==> src/rtl/suite_pkg.sv <==
// Purpose : shared types and defaults for the image-BRAM arbiter (load FSM states, write-FIFO entry).
// Latency : n/a (declarations only).
// Backpressure: n/a.
package suite_pkg;

    localparam int MEM_AW     = 17;   // byte address width of the image BRAM
    localparam int FIFO_DEPTH = 8;    // download write-FIFO entries

    typedef enum logic [1:0] {
        IDLE,
        LOADING,
        FLUSH,
        DONE
    } load_state_t;

    typedef struct packed {
        logic [MEM_AW-1:0] addr;
        logic [7:0]        data;
    } wr_entry_t;

endpackage

==> src/rtl/suite_wr_fifo.sv <==
// Purpose : in-order synchronous FIFO of download write entries {addr,data}.
// Latency : pop_dat_o shows the head entry combinationally; push visible to pop one cycle later.
// Backpressure: push ignored when full, pop ignored when empty; caller gates on full_o/empty_o.
// Ports   : push_i/push_dat_i in, pop_i/pop_dat_o out, full_o/empty_o/count_o status.
module suite_wr_fifo
    import suite_pkg::*;
#(
    parameter  int DEPTH = FIFO_DEPTH,        // power of 2, >= 4
    localparam int PW    = $clog2(DEPTH),
    localparam int CW    = PW + 1
) (
    input  logic            clk,
    input  logic            reset_n,
    input  logic            push_i,
    input  wr_entry_t       push_dat_i,
    input  logic            pop_i,
    output wr_entry_t       pop_dat_o,
    output logic            full_o,
    output logic            empty_o,
    output logic [CW-1:0]   count_o
);

    wr_entry_t         mem_q [DEPTH];
    logic [PW-1:0]     wr_ptr_q;
    logic [PW-1:0]     rd_ptr_q;
    logic [CW-1:0]     count_q;
    logic              do_push;
    logic              do_pop;

    assign full_o    = (count_q == CW'(DEPTH));
    assign empty_o   = (count_q == '0);
    assign count_o   = count_q;
    assign pop_dat_o = mem_q[rd_ptr_q];
    assign do_push   = push_i & ~full_o;
    assign do_pop    = pop_i & ~empty_o;

    // Storage needs no reset: entries are only read behind a valid count.
    always_ff @(posedge clk) begin
        if (do_push) begin
            mem_q[wr_ptr_q] <= push_dat_i;
        end
    end

    // Pointers wrap naturally because DEPTH is a power of 2.
    always_ff @(posedge clk or negedge reset_n) begin
        if (!reset_n) begin
            wr_ptr_q <= '0;
            rd_ptr_q <= '0;
            count_q  <= '0;
        end else begin
            if (do_push) wr_ptr_q <= wr_ptr_q + PW'(1);
            if (do_pop)  rd_ptr_q <= rd_ptr_q + PW'(1);
            count_q <= count_q + CW'(do_push) - CW'(do_pop);
        end
    end

endmodule

==> src/rtl/suite_mem_arbiter.sv <==
// Purpose : shares the single-port image BRAM between video reads (always win) and HPS download writes
//           (queued in a write FIFO and drained into idle cycles); sequences a load start/flush/done.
// Latency : vid_req sampled at edge N -> vid_valid/vid_data at edge N+3; queued writes issue one per idle cycle.
// Backpressure: ioctl_wait (registered) asserts at FIFO_DEPTH-2 entries; bytes arriving when full are dropped
//           and flagged on sticky overflow.
// Ports   : ioctl_* download stream in, ioctl_wait out; vid_req/vid_addr in, vid_data/vid_valid out;
//           mem_addr/mem_we/mem_wdata registered BRAM port, mem_rdata in; load_done/overflow/bytes_loaded status.
module suite_mem_arbiter #(
    parameter int MEM_WORDS  = 2 ** suite_pkg::MEM_AW,  // writes at or above this address are dropped
    parameter int FIFO_DEPTH = suite_pkg::FIFO_DEPTH
) (
    input  logic                         clk,
    input  logic                         reset_n,
    input  logic                         ioctl_download,
    input  logic                         ioctl_wr,
    input  logic [suite_pkg::MEM_AW-1:0] ioctl_addr,
    input  logic [7:0]                   ioctl_data,
    output logic                         ioctl_wait,
    input  logic                         vid_req,
    input  logic [suite_pkg::MEM_AW-1:0] vid_addr,
    output logic [7:0]                   vid_data,
    output logic                         vid_valid,
    output logic [suite_pkg::MEM_AW-1:0] mem_addr,
    output logic                         mem_we,
    output logic [7:0]                   mem_wdata,
    input  logic [7:0]                   mem_rdata,
    output logic                         load_done,
    output logic                         overflow,
    output logic [suite_pkg::MEM_AW:0]   bytes_loaded
);
    import suite_pkg::*;

    localparam int              CW        = $clog2(FIFO_DEPTH) + 1;
    localparam logic [MEM_AW:0] WORDS_LIM = (MEM_AW + 1)'(MEM_WORDS);
    localparam logic [CW-1:0]   WAIT_LVL  = CW'(FIFO_DEPTH - 2);
    localparam logic [MEM_AW:0] BYTES_MAX = '1;

    wr_entry_t          push_dat;
    wr_entry_t          pop_dat;
    logic               fifo_full;
    logic               fifo_empty;
    logic [CW-1:0]      fifo_count;
    logic [CW-1:0]      count_nxt;
    logic               push_req;
    logic               push;
    logic               drop;
    logic               pop;

    // A full FIFO drops the byte even if a pop frees a slot in the same cycle.
    assign push_req  = ioctl_wr & ioctl_download & ({1'b0, ioctl_addr} < WORDS_LIM);
    assign push      = push_req & ~fifo_full;
    assign drop      = push_req & fifo_full;
    assign pop       = ~vid_req & ~fifo_empty;
    assign count_nxt = fifo_count + CW'(push) - CW'(pop);
    assign push_dat  = '{addr: ioctl_addr, data: ioctl_data};

    suite_wr_fifo #(.DEPTH(FIFO_DEPTH)) u_wr_fifo (
        .clk        (clk),
        .reset_n    (reset_n),
        .push_i     (push),
        .push_dat_i (push_dat),
        .pop_i      (pop),
        .pop_dat_o  (pop_dat),
        .full_o     (fifo_full),
        .empty_o    (fifo_empty),
        .count_o    (fifo_count)
    );

    // ---------------- grant mux: video read beats a FIFO drain ----------------
    logic [MEM_AW-1:0]  mem_addr_q,  mem_addr_d;
    logic               mem_we_q,    mem_we_d;
    logic [7:0]         mem_wdata_q, mem_wdata_d;

    always_comb begin
        mem_addr_d  = mem_addr_q;     // idle cycles keep the last address
        mem_wdata_d = mem_wdata_q;
        mem_we_d    = 1'b0;
        if (vid_req) begin
            mem_addr_d = vid_addr;
        end else if (pop) begin
            mem_addr_d  = pop_dat.addr;
            mem_wdata_d = pop_dat.data;
            mem_we_d    = 1'b1;
        end
    end

    // ---------------- read return pipeline ----------------
    // [0]: address on BRAM, [1]: mem_rdata valid (captured into rdata_q), [2]: drive vid_* next edge.
    logic [2:0]         rd_pipe_q;
    logic [7:0]         rdata_q;
    logic               vid_valid_q;
    logic [7:0]         vid_data_q;
    logic               ioctl_wait_q;

    always_ff @(posedge clk or negedge reset_n) begin
        if (!reset_n) begin
            mem_addr_q   <= '0;
            mem_we_q     <= 1'b0;
            mem_wdata_q  <= '0;
            rd_pipe_q    <= '0;
            rdata_q      <= '0;
            vid_valid_q  <= 1'b0;
            vid_data_q   <= '0;
            ioctl_wait_q <= 1'b0;
        end else begin
            mem_addr_q   <= mem_addr_d;
            mem_we_q     <= mem_we_d;
            mem_wdata_q  <= mem_wdata_d;
            rd_pipe_q    <= {rd_pipe_q[1:0], vid_req};
            if (rd_pipe_q[1]) rdata_q <= mem_rdata;
            vid_valid_q  <= rd_pipe_q[2];
            if (rd_pipe_q[2]) vid_data_q <= rdata_q;
            // Two entries of margin absorb the HPS reaction delay to ioctl_wait.
            ioctl_wait_q <= (count_nxt >= WAIT_LVL);
        end
    end

    // ---------------- load sequencer ----------------
    load_state_t        state_q;
    logic               dl_q;
    logic               load_done_q;
    logic               overflow_q;
    logic [MEM_AW:0]    bytes_q;

    always_ff @(posedge clk or negedge reset_n) begin
        if (!reset_n) begin
            state_q     <= IDLE;
            dl_q        <= 1'b0;
            load_done_q <= 1'b0;
            overflow_q  <= 1'b0;
            bytes_q     <= '0;
        end else begin
            dl_q        <= ioctl_download;
            load_done_q <= 1'b0;
            overflow_q  <= overflow_q | drop;
            if (push && bytes_q != BYTES_MAX) begin
                bytes_q <= bytes_q + {{MEM_AW{1'b0}}, 1'b1};
            end
            case (state_q)
                IDLE: begin
                    // New load: status restarts, but a byte arriving with the rising edge still counts.
                    if (ioctl_download && !dl_q) begin
                        state_q    <= LOADING;
                        overflow_q <= drop;
                        bytes_q    <= {{MEM_AW{1'b0}}, push};
                    end
                end
                LOADING: begin
                    if (!ioctl_download) state_q <= FLUSH;
                end
                FLUSH: begin
                    // Done only once the last popped write has actually left on mem_we.
                    if (ioctl_download) begin
                        state_q <= LOADING;
                    end else if (fifo_empty && !mem_we_q) begin
                        state_q     <= DONE;
                        load_done_q <= 1'b1;
                    end
                end
                DONE: begin
                    state_q <= IDLE;
                end
                default: state_q <= IDLE;
            endcase
        end
    end

    assign mem_addr     = mem_addr_q;
    assign mem_we       = mem_we_q;
    assign mem_wdata    = mem_wdata_q;
    assign vid_valid    = vid_valid_q;
    assign vid_data     = vid_data_q;
    assign ioctl_wait   = ioctl_wait_q;
    assign load_done    = load_done_q;
    assign overflow     = overflow_q;
    assign bytes_loaded = bytes_q;

endmodule
==> config.mk <==
export PLATFORM = sky130hd
export DESIGN_NAME = suite_mem_arbiter
export DESIGN_NICKNAME = d
export VERILOG_FILES = /design/src/rtl/suite_pkg.sv /design/src/rtl/suite_wr_fifo.sv /design/src/rtl/suite_mem_arbiter.sv
export SDC_FILE = /design/constraint.sdc
export NUM_CORES = 1
export LEC_CHECK = 0
export CORE_MARGIN = 8
export CORE_UTILIZATION = 25
export CTS_CLUSTER_DIAMETER = 50
export DETAILED_ROUTE_END_ITERATION = 10
export PLACE_DENSITY_LB_ADDON = 0.25
export SKIP_CTS_REPAIR_TIMING = 1
export SLEW_MARGIN = 15
export SYNTH_ARGS = -nofsm -noshare
export SYNTH_HDL_FRONTEND = slang
export SYNTH_SLANG_ARGS = --single-unit
==> constraint.sdc <==
create_clock -name clk -period 10.9 [get_ports clk]
set_input_delay 1.09 -clock clk [delete_from_list [all_inputs] [get_ports clk]]
set_output_delay 1.09 -clock clk [all_outputs]
set_load 0.02 [all_outputs]
# Word-level counts from Yosys, hierarchy flattened
# Memories as Yosys holds them, arrays and structs flattened.
# Cells that the tools add are included.
# Widths: inputs -> output; s select.
word_totals:
  n_memories: 1
  word_cells: 72
  regBits: 80
  mem_bits_rw: 200
mem_list:
  columns: ["name", "words", "width", "read_ports", "rd_ports_with_merged_regs", "write_ports", "line", "rtl"]
  rows:
  - ["u_wr_fifo.mem_q", 8, 25, 1, 0, 1, "suite_wr_fifo.sv:23", "wr_entry_t mem_q [DEPTH];"]
classes:
  addsub: 7
  bitwise: 10
  eq_ne: 8
  muxes: 19
  magnitude_cmp: 1
  reduce_logical: 10
ops:
  columns: ["op", "n"]
  rows:
  - ["$mux 18", 3]
  - ["$mux 17", 2]
  - ["$add 18x1->18 const B", 1]
  - ["$ne 18x18->1 const B", 1]
  - ["$mux 1", 9]
  - ["$add 4x1->4", 2]
  - ["$mux 2", 4]
  - ["$pmux 2 s4", 1]
  - ["$sub 4x1->4", 2]
  - ["$add 3x1->3 const B", 2]
  - ["$and 1x1->1", 6]
  - ["$eq 2x2->1 const B", 2]
  - ["$eq 4x4->1 const B", 1]
  - ["$ge 4x3->1 const B", 1]
  - ["$logic_not 4->1", 1]
  - ["$ne 2x2->1 const B", 2]
  - ["$logic_and 1x1->1", 3]
  - ["$ne 3x3->1 const B", 1]
  - ["$not 1->1", 3]
  - ["$reduce_and 3->1", 1]
  - ["$eq 2x1->1 const B", 1]
  - ["$logic_not 1->1", 2]
  - ["$logic_not 2->1", 1]
  - ["$reduce_and 2->1", 1]
  - ["other kinds (2)", 2]

# Depth between registers and ports, before layout
depth:
  ltp_word: 7
  mapped_depth: 13
  ltp_nobuf: 11

# Modules after synthesis
# Synthesis repeated with hierarchy kept, for this count alone.
unflattened:
  cells_unflattened: 613
  area_unflattened_um2: 11417.2
modules_own_cells:
  columns: ["module", "cells_each", "seq_area_each_um2", "n_inst", "area_per_inst_um2"]
  rows:
  - ["suite_wr_fifo", 347, 6256.0, 1, 8290.5]
  - ["suite_mem_arbiter", 266, 1751.7, 1, 3126.7]

# Least setup slack after synthesis
# Ideal clock, no wire load.
synth_path:
  kind: "input port to flip-flop"
  start: "in ioctl_download"
  end: "mem u_wr_fifo.mem_q[1][0] (netlist bit) (enable)"
  t_arrival_ps: 4278
  cell_stages: 4
  slack_ps: 6142
  t_required_ps: 10420
  setup_ps: 480
  cell_sequence: "and2_1 > nand2_1 > buf_2 > nor4b_1"
synth_between:
  elab_chain_len: 5
synth_rtl:
  columns: ["element", "line", "rtl"]
  rows:
  - ["start, declared", "suite_mem_arbiter.sv:14", "input logic ioctl_download,"]
  - ["$and 1x1->1", "suite_mem_arbiter.sv:50", "assign push_req = ioctl_wr & ioctl_download & ({1'b0, ioctl_addr} < WORDS_LIM);"]
  - ["$and 1x1->1", "suite_mem_arbiter.sv:51", "assign push = push_req & ~fifo_full;"]
  - ["$and 1x1->1", "suite_wr_fifo.sv:34", "assign do_push = push_i & ~full_o;"]
  - ["$mux 1", "suite_wr_fifo.sv:39", "if (do_push) begin"]
  - ["$mux 1 (not written as such)", "suite_wr_fifo.sv:40", "mem_q[wr_ptr_q] <= push_dat_i;"]
  - ["end, declared", "suite_wr_fifo.sv:23", null]
# Every way passes these cells.

# Worst setup path in the final report
layout_path:
  start: "in ioctl_download"
  end: "mem u_wr_fifo.mem_q[7][9] (netlist bit) (enable)"
layout_between:
  elab_chain_len: 5
layout_rtl:
  columns: ["element", "line", "rtl"]
  rows:
  - ["$and 1x1->1", "suite_mem_arbiter.sv:50", null]
  - ["$and 1x1->1", "suite_mem_arbiter.sv:51", null]
  - ["$and 1x1->1", "suite_wr_fifo.sv:34", null]
  - ["net u_wr_fifo.do_push", "suite_wr_fifo.sv:27", "logic do_push;"]
  - ["$mux 1", "suite_wr_fifo.sv:39", null]
  - ["$mux 1 (not written as such)", "suite_wr_fifo.sv:40", null]
# The timed path passes the listed nets, and every way through them passes these cells.

==> flow_summary.toml <==
[routing]
drt_wl_total_mm = 26.0
via_per_inst = 4.36
routedWlPerCell_um = 18.5
postRouteAntennaNets = 0
route.detailed.drc = 0
vias = 6115
drt_iter0_markers = 286
dr.pass1.iters = 4

[cts]
clock_latency_ns = 0.53
clockBufferDepth = 3
clock_tree.root_cell = "clkbuf_16"
ctsHtreeMaxLevel = 2
clock-sinks = 280
numCtsBuffers = 37
clk_pin_slew_worst_paths_ns = 0.05
cts_tree = "built"

[cells_and_area]
final_util_pct = 32.4
layout_commonest_cell = "edfxtp_1"
syn_to_final_growth_pct = 27.9
nFillCells = 4317
design_area_mm2 = 0.0144
fin_cells = 1403
drive_gt1_share_pct = 19.3
final_nets = 851
layout_common_cells = "edfxtp_1, clkdlybuf4s50_1, dfrtp_1"

[synthesis]
yosys.area_share.simple_pct = 6.76
synth.cell_area_mm2 = 0.0112
async_flop_share_pct = 28.6
synth.area.mux_share_pct = 12.9
synth_top_family_by_area = "multiplexers"
synth_nets = 721
ys_seq_elements = 280
synth_compound_area_share_pct = 4.83
synth_flop_cell = "edfxtp_1"
ys_seq_area_share_pct = 71.3
synth_cell_types = 47
synth.avg_cell_area_um2 = 17.2
synth-edff-count = 200
synthXorXnorAreaFrac_pct = 0.624
synthCells = 652
yosys_warnings = 0
synth-adder-area-share_pct = 1.69

[worst_setup_path]
worstPathArrival_ns = 3.63
cp-startpoint = "ioctl_download"
rr_startpoint = "u_wr_fifo.count_o[2]"
start_kind = "input port"
crit_type = "input port to flop"
cp.required_ns = 11.05
worstPathMaxFanout = 25
r2r_cells = 10
end_kind = "flop"
r2r_end = "ioctl_wait"
rrSetupSlack_ns = 7.97

[job]
maxCapViolCount = 0

[power]
p_leak_nw = 4.93
p_per_area_mw_per_mm2 = 248
comb_power_share_pct = 25.4
pwr-share-seq_pct = 39.2
p_total_mw = 3.56
clock_power_share_pct = 35.4
peakVddDrop_uv = 95.2
p_sw_share_pct = 29.1
intPower_mw = 2.52
switchingPower_mw = 1.03

[die]
die_h_um = 228
rows = 77
start_util_pct = 25.3
die_w_um = 228
pin_count = 111
core_area_mm2 = 0.0443
die_area_mm2 = 0.0519

[sta]
fin_crit_ns = 3.48
finalSetupTns_ns = 0
post-route-period-util_pct = 31.9
finalSetupViolCount = 0
relSlewSlack_pct = 29.7
fmax_mhz = 287
tightestPinTransition_ns = 1.05
hold_viol = 0
finalMaxSlewViolations = 0
grt_setup_unrepaired = "false"
whs_ns = 0.345
skew_ns = 0.0106
setup_ws_ns = 7.42

[global_routing]
grt_overflow = 0
grt_pass1_wl_mm = 40.4
grt_max_degree = 53
grt_pass1_vias = 6580
antenna_found_initial = 2
grt_usage_pct = 9.88

[placement]
hpwl_mm = 16.2
place_congestion = 0.701
dpl_cell_area_mm2 = 0.0131
dp.cells = 1335
preCtsSetupSlack_ns = 6.82
io_buffers = 110

[min_path]
hold_depth = 0
min_to = "rd_pipe_q[1]"
hp-class = "flop to flop"
hold_path_startpoint = "rd_pipe_q[0]"

[status]
status = "complete, no violations"
worst max-delay path, cell delays in order:
cell and delay, ns:
clkdlybuf4s50_1 0.57, and2_1 0.25, nand2_1 0.38, inv_1 0.36, nand2_1 0.23, nor2_4 0.72
cells by family (layout without fill, tap and decap cells):
group / count (synthesis) / after routing
simple gates: 142 / 142
xor+xnor: 8 / 8
buf+inv: 48 / 206
mux: 80 / 80
fa+ha+maj: 14 / 14
compound gates: 80 / 80
other cells: 0 / 1
flops: 280 / 280
registers in the layout, summed over array words and instances (netlist names):
name and cells:
u_wr_fifo.mem_q 200, bytes_loaded 18, mem_addr 17, mem_wdata 8, rdata_q 8, vid_data 8, u_wr_fifo.count_o 4, rd_pipe_q 3
u_wr_fifo.rd_ptr_q 3, u_wr_fifo.wr_ptr_q 3, state_q 2, dl_q 1, ioctl_wait 1, load_done 1, mem_we 1, overflow 1
vid_valid 1
cell type report:
| type | instances | area (µm²) | share of cell area, % |
|---|---|---|---|
| Multi-Input combinational cell | 324 | 3060 | 21.3 |
| Tap cell | 592 | 741 | 5.16 |
| Antenna cell | 1 | 2.50 | 0.0174 |
| Clock buffer | 51 | 1010 | 7.03 |
| Timing Repair Buffer | 126 | 1210 | 8.45 |
| Sequential cell | 280 | 8010 | 55.8 |
| Clock inverter | 16 | 269 | 1.87 |
| Inverter | 13 | 48.8 | 0.340 |
layer usage:
layer	global-route usage (%)	vias to the layer above	share of wire, %
li1	-	2828	-
met1	12.5	3109	45
met2	16.3	127	48
met3	2.71	49	5.6
met4	3.01	2	2.1
met5	0	-	0.050
cells in the mapped netlist (3+ instances only):
cell	instances	area share, %
a211oi_1	21	1.4
a21o_1	3	0.20
a21oi_1	21	0.94
buf_2	10	0.45
buf_4	3	0.20
clkbuf_1	19	0.64
dfrtp_1	80	18
edfxtp_1	200	53
ha_1	12	1.3
inv_1	13	0.43
mux2_2	17	1.7
mux2i_1	13	1.2
mux4_2	50	10
nand2_1	39	1.3
nand2b_1	4	0.22
nand3_1	7	0.31
nand4_1	5	0.28
nor2_1	29	0.97
nor2b_1	17	0.95
nor3_1	8	0.36
nor3b_1	5	0.33
o21ai_0	3	0.13
o31ai_1	26	1.7
or4_1	10	0.67
xnor2_1	5	0.39
xor2_1	3	0.23
worst max-delay path by stage:
stage	endpoint	slack (ns)	cells past startpoint
after global placement	u_wr_fifo.mem_q[7][12]	6.88	6
after detailed placement	u_wr_fifo.mem_q[7][12]	6.82	6
after CTS	u_wr_fifo.mem_q[7][9]	7.38	6
after floorplan	u_wr_fifo.mem_q[1][0]	6.14	4
final	u_wr_fifo.mem_q[7][9]	7.42	6
after global routing	u_wr_fifo.mem_q[7][9]	7.20	6
power by group through the flow:
stage / clock [mW] / combinational, mW / sequential [mW]
2_1_floorplan: 0 / 0.567 / 1.43
3_3_place_gp: 0 / 0.927 / 1.42
3_5_place_dp: 0 / 0.933 / 1.42
4_1_cts: 1.30 / 0.936 / 1.40
5_1_grt: 1.34 / 0.997 / 1.41
6_report: 1.26 / 0.902 / 1.39
No activity file was read; power rests on OpenSTA's default activity.
